[src/rtl/sram_access_ctrl.sv]
// Access sequencer between the MAR/MDR request side and an asynchronous SRAM.
// Sequences reads and writes with programmable wait states, byte lanes and bus turnaround.
module sram_access_ctrl #(
    parameter  int ADDR_W  = 16,
    parameter  int DATA_W  = 16,
    parameter  int RD_WAIT = 2,
    parameter  int WR_WAIT = 2,
    parameter  int TURN    = 1,
    localparam int BE_W    = DATA_W / 8
) (
    input  logic              Clk,
    input  logic              Reset,
    input  logic              Req,
    input  logic              Wr,
    input  logic [ADDR_W-1:0] Addr,
    input  logic [DATA_W-1:0] WData,
    input  logic [BE_W-1:0]   ByteEn,
    output logic              Ready,
    output logic [DATA_W-1:0] RData,
    output logic              RValid,
    output logic              WDone,
    output logic [ADDR_W-1:0] ADDR,
    input  logic [DATA_W-1:0] Data_in,
    output logic [DATA_W-1:0] Data_out,
    output logic              Data_oe,
    output logic              CE,
    output logic              OE,
    output logic              WE,
    output logic [BE_W-1:0]   BE_N
);

    localparam int CNT_MAX = (RD_WAIT > WR_WAIT) ? ((RD_WAIT > TURN) ? RD_WAIT : TURN)
                                                 : ((WR_WAIT > TURN) ? WR_WAIT : TURN);
    localparam int CNT_W   = $clog2(CNT_MAX + 1);

    typedef enum logic [2:0] {
        S_IDLE,
        S_RD,
        S_WR_SETUP,
        S_WR_PULSE,
        S_WR_HOLD,
        S_TURN
    } state_t;

    state_t            state, state_nx;
    logic [CNT_W-1:0]  cnt, cnt_nx;
    logic [BE_W-1:0]   be_q, be_nx;
    logic              accept, rd_done;
    logic              ce_nx, oe_nx, we_nx, data_oe_nx;

    function automatic logic [DATA_W-1:0] lane_mask(input logic [BE_W-1:0] be);
        logic [DATA_W-1:0] m;
        for (int i = 0; i < BE_W; i++) m[i*8 +: 8] = {8{be[i]}};
        return m;
    endfunction

    assign accept  = Req && Ready;
    assign rd_done = (state == S_RD) && (cnt == '0);

    always_comb begin
        state_nx = state;
        cnt_nx   = cnt;
        be_nx    = accept ? ByteEn : be_q;
        case (state)
            S_IDLE: begin
                if (accept) begin
                    if (Wr) begin
                        state_nx = S_WR_SETUP;
                    end else begin
                        state_nx = S_RD;
                        cnt_nx   = CNT_W'(RD_WAIT - 1);
                    end
                end
            end
            S_RD, S_WR_PULSE, S_TURN: begin
                if (cnt != '0) begin
                    cnt_nx = cnt - CNT_W'(1);
                end else if (state == S_WR_PULSE) begin
                    state_nx = S_WR_HOLD;
                end else if (state == S_RD && TURN > 0) begin
                    state_nx = S_TURN;
                    cnt_nx   = CNT_W'(TURN - 1);
                end else begin
                    state_nx = S_IDLE;
                end
            end
            S_WR_SETUP: begin
                state_nx = S_WR_PULSE;
                cnt_nx   = CNT_W'(WR_WAIT - 1);
            end
            S_WR_HOLD: begin
                if (TURN > 0) begin
                    state_nx = S_TURN;
                    cnt_nx   = CNT_W'(TURN - 1);
                end else begin
                    state_nx = S_IDLE;
                end
            end
            default: state_nx = S_IDLE;
        endcase

        // Strobes are decoded from the next state so the pins come straight from flops.
        ce_nx      = !(state_nx inside {S_RD, S_WR_SETUP, S_WR_PULSE, S_WR_HOLD});
        oe_nx      = (state_nx != S_RD);
        we_nx      = (state_nx != S_WR_PULSE);
        data_oe_nx = (state_nx inside {S_WR_SETUP, S_WR_PULSE, S_WR_HOLD});
    end

    always_ff @(posedge Clk) begin
        if (Reset) begin
            state <= S_IDLE;
            cnt   <= '0;
        end else begin
            state <= state_nx;
            cnt   <= cnt_nx;
        end
    end

    always_ff @(posedge Clk) begin
        if (Reset) begin
            Ready    <= 1'b1;
            CE       <= 1'b1;
            OE       <= 1'b1;
            WE       <= 1'b1;
            BE_N     <= '1;
            Data_oe  <= 1'b0;
            RValid   <= 1'b0;
            WDone    <= 1'b0;
            RData    <= '0;
            ADDR     <= '0;
            Data_out <= '0;
            be_q     <= '0;
        end else begin
            Ready   <= (state_nx == S_IDLE);
            CE      <= ce_nx;
            OE      <= oe_nx;
            WE      <= we_nx;
            BE_N    <= ce_nx ? '1 : ~be_nx;
            Data_oe <= data_oe_nx;
            RValid  <= rd_done;
            WDone   <= (state == S_WR_HOLD);
            be_q    <= be_nx;
            if (accept) begin
                ADDR     <= Addr;
                Data_out <= WData;
            end
            // Disabled lanes read back as zero rather than whatever floats on the bus.
            if (rd_done) RData <= Data_in & lane_mask(be_q);
        end
    end

endmodule

[config.mk]
export PLATFORM = sky130hd
export DESIGN_NAME = sram_access_ctrl
export DESIGN_NICKNAME = d
export VERILOG_FILES = /design/src/rtl/sram_access_ctrl.sv
export SDC_FILE = /design/constraint.sdc
export NUM_CORES = 1
export LEC_CHECK = 0
export ABC_CLOCK_PERIOD_IN_PS = 1690
export CAP_MARGIN = 20
export CELL_PAD_IN_SITES_DETAIL_PLACEMENT = 0
export CELL_PAD_IN_SITES_GLOBAL_PLACEMENT = 2
export CORE_MARGIN = 4
export CORE_UTILIZATION = 34
export DETAILED_ROUTE_END_ITERATION = 10
export DONT_BUFFER_PORTS = 1
export GPL_TIMING_DRIVEN = 0
export PLACE_DENSITY_LB_ADDON = 0.3
export SKIP_CTS_REPAIR_TIMING = 1
export SLEW_MARGIN = 10
export SYNTH_ARGS = -nofsm -noshare
export SYNTH_HDL_FRONTEND = slang
export SYNTH_SLANG_ARGS = --single-unit
[constraint.sdc]
create_clock -name Clk -period 1.69 [get_ports Clk]
set_clock_uncertainty 0.1 [all_clocks]
set_input_delay 0.2535 -clock Clk [delete_from_list [all_inputs] [get_ports Clk]]
set_output_delay 0.2535 -clock Clk [all_outputs]
set_load 0.1 [all_outputs]
After elaboration in Yosys (flattened, before gate mapping)
Index checks and enable logic that the tools add are counted.
{ "totals": {"regBits": 64, "output_inout_bits": 57, "word_cells": 59, "in_bits": 54} }
{ "classes": {"addsub": 1, "n_eq_ne": 15, "bitwise": 3, "reduce_logical": 13, "n_mux": 13} }
{ "op_table": {"columns": ["operator", "n"], "rows": [
  ["AND 16 bit", 1],
  ["2-to-1 mux 2 bit", 7],
  ["== test 3 x 2 -> 1 bit (second input constant)", 4],
  ["2-to-1 mux 3 bit", 4],
  ["case mux 3 bit (4 select lines)", 1],
  ["== test 3 bit (second input constant)", 3],
  ["case mux 2 bit (4 select lines)", 1],
  ["nonzero test 4 bit", 2],
  ["== test 3 x 1 -> 1 bit (second input constant)", 2],
  ["zero test 3 bit", 2],
  ["!= test 3 bit (second input constant)", 2],
  ["AND reduction 5 bit", 1],
  ["!= test 2 bit (second input constant)", 2],
  ["!= test 3 x 1 -> 1 bit (second input constant)", 1],
  ["!= test 3 x 2 -> 1 bit (second input constant)", 1],
  ["nonzero test 3 bit", 1],
  ["OR reduction 3 bit", 1],
  ["logical AND 1 bit", 2],
  ["zero test 2 bit", 1],
  ["NOT 2 bit", 1],
  ["nonzero test 2 bit", 1],
  ["OR reduction 2 bit", 1],
  ["subtractor 2 x 1 -> 2 bit (second input constant)", 1],
  ["zero test 1 bit", 1],
  ["NOT 1 bit", 1]
]} }

Depth between registers and ports, before layout
{ "logic_depth": {"ltp_word": 9, "ltp_mapped": 5} }

Least setup slack after synthesis
Ideal clock, no wire load.
{ "synth_timing": {"path_type": "reg2reg", "start": "register Ready", "end": "register be_q[0]", "setup_time_ps": 115, "setup_slack_ps": -381, "path_stages_with_launch": 5, "arrival_time_ps": 1856, "required_time_ps": 1475, "cell_sequence": "dfxtp_1 and2_1 buf_2 mux2_2 and2_1"} }
{ "synth_between": {"elab_chain_cells": 2} }
{ "synth_rtl": {"columns": ["item", "line_no", "rtl"], "rows": [
  ["start: declaration", "18", "output logic Ready,"],
  ["start signal: assignment", "134", "Ready <= (state_nx == S_IDLE);"],
  ["logical AND 1 bit", "57", "assign accept = Req && Ready;"],
  ["2-to-1 mux 2 bit", "63", "be_nx = accept ? ByteEn : be_q;"],
  ["end signal: assignment", "142", "be_q <= be_nx;"],
  ["end: declaration", "47", "logic [BE_W-1:0] be_q, be_nx;"]
]} }
Every way passes these cells.
A chain may end at the register's enable or synchronous reset.

Worst setup path after layout
{ "layout_timing": {"start": "register ADDR[10]", "end": "output ADDR[10]"} }
{ "layout_lines": {"columns": ["item", "line_no", "rtl"], "rows": [
  ["start: declaration", "22", "output logic [ADDR_W-1:0] ADDR,"],
  ["start signal: assignment", "144", "ADDR <= Addr;"]
]} }
No word-level cell between the ends.

==> summary.txt <==
STA
  – Rel. slew slack: 34.95%
  – Hold WS: 0.05347 ns
  – Peak Freq: 605.1 MHz
  – Final Hold Viols: 0
  – Period utilization: 97.78%
  – Final Critical Period: 1.653 ns
  – Final setup fails: 0
  – Least-Margin Pin Slew: 0.9745 ns
  – Final Slew Violations: 0

Clocking
  – CTS Sinks: 64
  – Clock latency at the later pin of the worst-skew pair: 0.34 ns
  – Max clock buf depth: 2
  – Clock slew at reported path FFs: 0.07 ns
  – CTS Buf Count: 9
  – CTS H-tree depth: 3
  – Root Driver: clkbuf_8
  – CTS tree: yes

Setup path
  – Startpoint Class: flip-flop
  – WP data required: 1.34 ns
  – FF-to-FF path depth: 4
  – Kind of critical path: flip-flop to primary output
  – Levels on crit path: 0
  – Crit path arrival time: 1.30 ns
  – Crit-path max FO: 2
  – CP Capture Type: primary output

Final layout
  – Most frequent cells in the layout: nand2_1, dlygate4sd3_1, dfxtp_2
  – Most common cell after layout, fill and taps aside: nand2_1
  – Core Util, Final: 49.09%
  – P&R area growth vs syn: 38.69%
  – Diodes inserted: 0
  – Nets: 359
  – Layout fillers: 599
  – Layout cells sized above 1: 25.81%

Synth
  – Mapped Area: 2273 um2
  – Seq/Total Area, Yosys: 56.36%
  – Synth cell types: 35
  – FFs w/ async S/R, synth: 0%
  – Syn. warnings: 0
  – Flop and latch count out of synthesis: 64
  – Top FF cell, synth: dfxtp_1
  – Post-synthesis instance total: 245
  – Syn_nets: 299
  – Syn_area_per_cell: 9.279 um2
  – EDFF count, synth: 0

Place
  – Dpl hpwl: 3963 um
  – Port-buffer cells: 0
  – Gpl congestion: 0.7473

Routing
  – Detail Route Antenna Nets: 0
  – Initial DRT Pass Iterations: 5
  – DR WL met3: 483 um
  – Post-route met1 wirelength: 2531 um
  – Detailed Route Iter0 Violations: 92
  – DR vias/cell: 4.987
  – DRC: 0
  – Drt total wl: 6072 um
  – Routed length on met2: 2975 um
  – Top Layer Used: met4
  – Vias: 1930
  – Mean routed wirelength per cell: 15.69 um

Pwr
  – Total net switching power: 2.291 mW
  – Sw frac: 43.47%
  – Comb power frac: 16.3%
  – P_int: 2.979 mW
  – Power Density: 1671 nW/um2
  – Clk pwr share: 28.0%
  – Register share of total power: 55.7%
  – Peak VDD IR: 0.0006264 V
  – Static Leakage: 1.232 nW

Min path
  – HP Class: input pin to flip-flop
  – WHS Path Cells: 2

Job
  – Max_cap viols: 0

Global route
  – Vias in the first global route: 1666
  – Gr usage total: 13.84%
  – Gr ovfl total: 0
  – Pin count of the biggest net entering global routing: 13
  – Initial antenna violation count: 0
  – Global-route wire length before repair: 8845 um

Die
  – Die Y-Extent: 89.77 um
  – Initial Util: 35.40%
  – Die X: 89.77 um
  – Core area: 6422 um2
  – DIE AREA: 8059 um2
  – Ports: 111
  – FP Rows: 29

Status
  – Outcome: complete, no violations
==> logic make-up after synthesis <==
family	synth area share (%)
and+or+nand+nor	19.81
DFF	56.36
AOI/OAI and AO/OA	18.16
buffers and inverters	4.183
muxes	0.9906
adders and majority gates	0.4953
==> power groups by stage <==
stage | sequential, mW | clock, mW | combinational, mW
6_report | 2.94 | 1.47 | 0.859
5_1_grt | 2.96 | 1.59 | 0.972
3_5_place_dp | 2.95 | 0 | 0.753
3_3_place_gp | 2.96 | 0 | 0.752
4_1_cts | 2.92 | 1.52 | 0.762
2_1_floorplan | 2.90 | 0 | 0.603
==> routing by layer <==
layer	track usage (%)	vias up
li1	-	959
met1	16.85	888
met2	20.36	74
met3	6.928	9
met4	6.513	0
met5	0	-
==> Yosys cell counts, types with 2 or more instances <==
master	count	area share, %
nor3_1	2	0.44
a31oi_1	2	0.55
a21oi_1	35	7.7
nand2_1	67	11
dfxtp_1	64	56
and4_1	2	0.77
inv_1	3	0.50
nand2b_1	4	1.1
or3b_2	2	0.77
clkbuf_1	7	1.2
mux2_2	2	0.99
nor2_1	3	0.50
o21ai_0	2	0.44
and2_1	4	1.1
nand3_1	3	0.66
a22o_1	16	6.2
and3_1	2	0.55
a21boi_0	2	0.66
buf_2	7	1.5
==> layout make-up <==
type | count | area (um2) | share of cell area, %
timing repair buffer | 49 | 490.5 | 15.56
multi-input combinational | 161 | 897.1 | 28.45
sequential | 64 | 1336 | 42.38
clock buffer | 10 | 137.6 | 4.365
inverter | 3 | 11.26 | 0.3571
clock inverter | 6 | 92.59 | 2.937
tap | 77 | 96.34 | 3.056
buffer | 17 | 91.34 | 2.897
==> final timing paths <==
check,start,end,slack [ns]
setup reg to reg,Ready,be_q[1],0.07
hold / removal,Wr,Data_oe,0.05
setup / recovery,ADDR[10],ADDR[10],0.04
hold reg to reg,cnt[1],cnt[1],0.46
==> per-stage QoR <==
stage          area, um2  std cells  total power [mW]   TNS [ns]  worst slack (ns)
3_3_place_gp        2374        322             3.709          0          0.008185
5_1_grt             3153        387             5.520  -0.001269         -0.001269
6_report            3153        387             5.269          0           0.03745
2_1_floorplan       2277        245             3.507          0            0.1344
3_5_place_dp        2374        322             3.703          0          0.007349
4_1_cts             2604        338             5.203   -0.03194          -0.01197
==> sequential cells by signal (all words and copies together) (netlist names), 2 cells and up <==
register / cells
ADDR: 16
BE_N: 2
Data_out: 16
RData: 16
be_q: 2
cnt: 2
state: 3
(Power assumes the default switching activity.)
